`config.mk`:
```
export PLATFORM = sky130hd
export DESIGN_NAME = serial_adder_acc
export DESIGN_NICKNAME = d
export VERILOG_FILES = /design/src/rtl/adder_pkg.sv /design/src/rtl/digit_adder.sv /design/src/rtl/serial_adder_acc.sv
export SDC_FILE = /design/constraint.sdc
export NUM_CORES = 1
export LEC_CHECK = 0
export CORE_ASPECT_RATIO = 0.6
export CORE_MARGIN = 2
export CORE_UTILIZATION = 35
export DETAILED_ROUTE_END_ITERATION = 6
export SYNTH_ARGS = -nofsm -noshare
export SYNTH_HDL_FRONTEND = slang
export SYNTH_SLANG_ARGS = --single-unit
```
`constraint.sdc`:
```
create_clock -name clk -period 7.08 [get_ports clk]
set_clock_uncertainty 0.15 [all_clocks]
set_input_delay 1.062 -clock clk [delete_from_list [all_inputs] [get_ports clk]]
set_output_delay 1.062 -clock clk [all_outputs]
set_load 0.02 [all_outputs]
```
`src/rtl/adder_pkg.sv`:
```
// Shared types for the digit-serial adder/accumulator.
//   mode_e    : operation requested on in_mode
//   state_e   : control FSM states
//   width_ok  : configuration check used at elaboration by the top level
package adder_pkg;

  typedef enum logic [1:0] {
    MODE_ADD = 2'b00,
    MODE_SUB = 2'b01,
    MODE_ACC = 2'b10,
    MODE_CLR = 2'b11
  } mode_e;

  typedef enum logic [1:0] {
    ST_IDLE = 2'b00,
    ST_RUN  = 2'b01,
    ST_DONE = 2'b10
  } state_e;

  // Operand width must split into whole digits; digit must be at least 2 bits so the
  // carry into its MSB is distinct from the carry-in.
  function automatic bit width_ok(int unsigned width, int unsigned digit);
    return (digit >= 2) && (digit <= width) && ((width % digit) == 0);
  endfunction

endpackage

```
`src/rtl/digit_adder.sv`:
```
// DIGIT-bit combinational ripple adder built from full-adder cells.
//   a, b      : digit operands
//   cin       : carry into bit 0
//   sum       : digit sum
//   cout      : carry out of the MSB
//   cmsb      : carry into the MSB (xor with cout gives signed overflow)
module digit_adder #(
  parameter int unsigned DIGIT = 4
) (
  input  logic [DIGIT-1:0] a,
  input  logic [DIGIT-1:0] b,
  input  logic             cin,
  output logic [DIGIT-1:0] sum,
  output logic             cout,
  output logic             cmsb
);

  logic [DIGIT:0] carry;

  assign carry[0] = cin;

  for (genvar i = 0; i < DIGIT; i++) begin : gen_fa
    assign sum[i]     = a[i] ^ b[i] ^ carry[i];
    assign carry[i+1] = (a[i] & b[i]) | (a[i] & carry[i]) | (b[i] & carry[i]);
  end

  assign cout = carry[DIGIT];
  assign cmsb = carry[DIGIT-1];

endmodule

```
`src/rtl/serial_adder_acc.sv`:
```
// Digit-serial adder/subtractor/accumulator. WIDTH-bit operands are processed DIGIT bits
// per clock through a single digit_adder.
//   clk, rst                      : clock, asynchronous active-high reset
//   in_valid/in_ready             : request handshake
//   in_a, in_b, in_cin, in_mode   : operands, carry-in, operation (ADD/SUB/ACC/CLR)
//   out_valid/out_ready           : result handshake
//   out_sum, out_cout, out_ovf    : registered result, carry-out, signed overflow
//   busy                          : operation in progress or result waiting
module serial_adder_acc
  import adder_pkg::*;
#(
  parameter int unsigned WIDTH = 8,
  parameter int unsigned DIGIT = 4
) (
  input  logic             clk,
  input  logic             rst,
  input  logic             in_valid,
  output logic             in_ready,
  input  logic [WIDTH-1:0] in_a,
  input  logic [WIDTH-1:0] in_b,
  input  logic             in_cin,
  input  logic [1:0]       in_mode,
  output logic             out_valid,
  input  logic             out_ready,
  output logic [WIDTH-1:0] out_sum,
  output logic             out_cout,
  output logic             out_ovf,
  output logic             busy
);

  localparam int unsigned NDIG = WIDTH / DIGIT;
  localparam int unsigned CntW = (NDIG > 1) ? $clog2(NDIG) : 1;

  if (!width_ok(WIDTH, DIGIT)) begin : gen_bad_cfg
    $error("serial_adder_acc: WIDTH must be a multiple of DIGIT with 2 <= DIGIT <= WIDTH");
  end

  state_e           state_q;
  mode_e            mode_q;
  mode_e            req_mode;
  logic [WIDTH-1:0] a_q;
  logic [WIDTH-1:0] b_q;
  logic [WIDTH-1:0] res_q;
  logic [WIDTH-1:0] res_next;
  logic [WIDTH-1:0] acc_q;
  logic             carry_q;
  logic [CntW-1:0]  cnt_q;
  logic             last_dig;

  logic [DIGIT-1:0] dig_a;
  logic [DIGIT-1:0] dig_b;
  logic [DIGIT-1:0] dig_sum;
  logic             dig_cout;
  logic             dig_cmsb;

  assign req_mode = mode_e'(in_mode);
  assign last_dig = (cnt_q == CntW'(NDIG - 1));
  assign in_ready = (state_q == ST_IDLE);
  assign busy     = (state_q != ST_IDLE);

  always_comb begin
    dig_a    = a_q[cnt_q*DIGIT +: DIGIT];
    dig_b    = b_q[cnt_q*DIGIT +: DIGIT];
    // Full result including the digit being produced this cycle.
    res_next = res_q;
    res_next[cnt_q*DIGIT +: DIGIT] = dig_sum;
  end

  digit_adder #(
    .DIGIT (DIGIT)
  ) u_digit_adder (
    .a    (dig_a),
    .b    (dig_b),
    .cin  (carry_q),
    .sum  (dig_sum),
    .cout (dig_cout),
    .cmsb (dig_cmsb)
  );

  always_ff @(posedge clk or posedge rst) begin
    if (rst) begin
      state_q   <= ST_IDLE;
      mode_q    <= MODE_ADD;
      a_q       <= '0;
      b_q       <= '0;
      res_q     <= '0;
      acc_q     <= '0;
      carry_q   <= 1'b0;
      cnt_q     <= '0;
      out_sum   <= '0;
      out_cout  <= 1'b0;
      out_ovf   <= 1'b0;
      out_valid <= 1'b0;
    end else begin
      unique case (state_q)
        ST_IDLE: begin
          if (in_valid) begin
            mode_q  <= req_mode;
            cnt_q   <= '0;
            res_q   <= '0;
            state_q <= ST_RUN;
            unique case (req_mode)
              MODE_SUB: begin
                a_q     <= in_a;
                b_q     <= ~in_b;
                carry_q <= 1'b1;
              end
              MODE_ACC: begin
                a_q     <= acc_q;
                b_q     <= in_a;
                carry_q <= in_cin;
              end
              MODE_CLR: begin
                a_q     <= '0;
                b_q     <= '0;
                carry_q <= 1'b0;
              end
              default: begin
                a_q     <= in_a;
                b_q     <= in_b;
                carry_q <= in_cin;
              end
            endcase
          end
        end

        ST_RUN: begin
          if (mode_q == MODE_CLR) begin
            // CLR spends one cycle here so its result appears one edge after accept.
            acc_q     <= '0;
            out_sum   <= '0;
            out_cout  <= 1'b0;
            out_ovf   <= 1'b0;
            out_valid <= 1'b1;
            state_q   <= ST_DONE;
          end else begin
            res_q   <= res_next;
            carry_q <= dig_cout;
            cnt_q   <= cnt_q + 1'b1;
            if (last_dig) begin
              out_sum   <= res_next;
              out_cout  <= dig_cout;
              out_ovf   <= dig_cmsb ^ dig_cout;
              out_valid <= 1'b1;
              state_q   <= ST_DONE;
              if (mode_q == MODE_ACC) begin
                acc_q <= res_next;
              end
            end
          end
        end

        ST_DONE: begin
          if (out_ready) begin
            out_valid <= 1'b0;
            state_q   <= ST_IDLE;
          end
        end

        default: state_q <= ST_IDLE;
      endcase
    end
  end

endmodule

```
==> results by group <==
GRT
  • Tot GR Track Use: 15.7%
  • Overflow after GRT: 0
  • Vias in the first global route: 1559
  • Largest net degree at the start of global routing: 46
  • Initial antenna violation count: 0
  • Global-route wire length before repair: 8180 µm

Floorplan
  • Chip Height: 65.1 µm
  • Die W: 106 µm
  • FP Rows: 22
  • Initial core utilization: 35.9%
  • Core Box Area: 0.00606 mm²
  • Io pins: 36
  • Area of the die: 0.00688 mm²

Drt
  • Detailed-route wire length: 4940 µm
  • Vias: 1579
  • WL/cell: 16.3 µm
  • Post-route ant nets: 0
  • Residual DRC count: 0
  • Routed vias/inst: 5.21
  • DR pass1 iterations: 4
  • Drt initial violations: 78

Min path
  • Hold depth: 1
  • Worst hold path type: reg -> reg
  • Hold Startpoint: acc_q[5]
  • Hold Path End: acc_q[5]

Critical path
  • R2R setup slack: 3.97 ns
  • Worst r2r dst: out_ovf
  • R2r startpoint: cnt_q
  • Setup CP Type: reg -> reg
  • Worst Setup End Kind: register
  • CP required: 7.13 ns
  • Maximum fanout along the worst path: 15
  • Path depth of the worst reg2reg path: 8
  • Worst setup SP type: register
  • Critical Path AT: 3.16 ns

Logic synthesis
  • Synthesized net count: 214
  • Sequential share of the synthesized area: 51.8%
  • Mapped cell area: 0.00217 mm²
  • Yosys warns: 0
  • Gate Count Post-Synth: 187
  • Mean post-synth cell area: 11.6 µm²
  • Asr flop ratio synth: 100%
  • Post-synth top flop: dfrtp_1
  • Register bit total from synthesis: 45
  • Synth cell types: 36
  • Number of flops mapped to enable cells by yosys: 0

Timing
  • Setup TNS: 0 ns
  • Slew HR: 52.2%
  • Fin crit share: 43.9%
  • RSZ-0062 raised after global routing: false
  • Slew Limit Fails: 0
  • Final setup fails: 0
  • Min Hold Slack: 0.353 ns
  • Final Worst Setup Slack: 3.97 ns
  • Slew @ Worst Pin: 0.715 ns
  • FMAX: 322 MHz
  • Final Hold Viols: 0
  • Final worst path period need: 3.11 ns

Finish
  • Sequential cell area: 0.00113 mm²
  • Diodes inserted: 0
  • Area Growth Syn to Fin: 22.9%
  • Multi-input gate area: 963 µm²
  • Layout cells sized above 1: 8.22%
  • Fill cells: 594
  • Nets: 245

Clock network
  • Post_cts resized: 0
  • Maximum clock path buffer count: 2
  • TritonCTS clock tree: done
  • Setup bufs post-CTS: 0
  • Sink Count: 45
  • CTS buffer count: 5
  • Clk root buf: clkbuf_8
  • Worst skew pair latency: 0.31 ns
  • H-tree Lvls: 2
  • Clk pin slew, worst setup/hold paths: 0.09 ns
  • Post-CTS Hold Buffers: 0

Power and ir drop
  • Maximum VDD drop: 0.148 mV
  • Power per cell area: 460 mW/mm²
  • Leak Pwr: 1.15 nW
  • Tot Pwr: 1.23 mW

Place
  • Detail Placement HPWL: 3550 µm
  • Port bufs: 35
  • Placer congestion estimate: 0.821
  • Place WS: 3.97 ns

Status
  • Status: finished, final reports clean

Run
  • Max Cap Violations: 0
## synth_stat cells, types with 2 or more instances
cell       instances  area (µm²)
buf_2              8        40.0
o221ai_1           8        70.1
a31oi_1            3        18.8
clkbuf_1           3        11.3
a22o_1            13         114
mux2i_1           18         180
buf_4              2        15.0
and3_1             2        12.5
o21a_1             8        60.1
inv_1              5        18.8
fa_1               4        80.1
dfrtp_1           45        1130
o2bb2ai_1          6        52.6
a221oi_1           5        43.8
nand3b_1           3        22.5
nor2_1            15        56.3
a21oi_1            3        15.0
nand2b_1           5        31.3
mux2_2             2        22.5
nand2_1           13        48.8
## power breakdown
group          internal, mW  switching (mW)  total [mW]
sequential            0.374          0.0951       0.469
combinational         0.289           0.305       0.594
clock                0.0713          0.0960       0.167
total                 0.734           0.496        1.23
## worst max path at each step
stage | startpoint | endpoint | slack, ns | depth (start not counted)
after floorplan | cnt_q | out_ovf | 4.16 | 10
after global placement | in_mode[1] | carry_q | 4.08 | 4
after detailed placement | cnt_q | out_ovf | 3.97 | 8
after CTS | cnt_q | out_ovf | 3.96 | 8
after global routing | cnt_q | out_ovf | 3.87 | 8
final | cnt_q | out_ovf | 3.97 | 8
## through the flow
step | util, % | area [µm²] | instances
6_report | 44.1 | 2670 | 303
5_1_grt | 44.1 | 2670 | 303
3_5_place_dp | 42.6 | 2580 | 295
2_1_floorplan | - | 2170 | 187
4_1_cts | 44.1 | 2670 | 303
3_3_place_gp | 42.6 | 2580 | 295
## cells by family after synthesis
family	Yosys count	share of synthesized area, %
fa+ha+maj	4	3.68
mux	20	9.32
flops	45	51.8
compound gates	52	19.6
simple gates	47	11.3
buf+inv	18	3.91
xor+xnor	1	0.403
## routing by layer
layer	wire length (µm)	track usage, %
met5	0	0
met4	44	5.92
met3	200	3.82
met2	2100	21.5
met1	2590	23.8
## placed cells by master (no fill, tap or decap), types with 4 or more instances in the layout
cell type,count
inv_1,4
o221ai_1,8
clkbuf_8,5
dfrtp_1,45
nand2b_1,5
a221oi_1,5
fa_1,4
mux2i_1,18
clkdlybuf4s50_1,35
nor2_1,15
o21a_1,8
o2bb2ai_1,6
a22o_1,13
nand2_1,13
## sequential cells by signal, indices dropped and copies added (netlist names), 2 cells and up
name     count
state_q      2
res_q        4
acc_q        8
a_q          8
b_q          8
mode_q       2
out_sum      8
## area by class of cell
class	count	area share, %
Sequential cell	45	42.1
Multi-Input combinational cell	124	36.0
Timing Repair Buffer	37	13.7
Tap cell	84	3.93
Clock buffer	5	2.57
Clock inverter	3	0.936
Inverter	5	0.702
## critical path, cell delays in order (launching register included)
cell     delay, ns
dfrtp_1       0.75
mux2_2        0.29
fa_1          0.17
inv_1         0.06
fa_1          0.37
fa_1          0.44
fa_1          0.43
xor2_1        0.18
a22o_1        0.17
(Power assumes the default switching activity.)
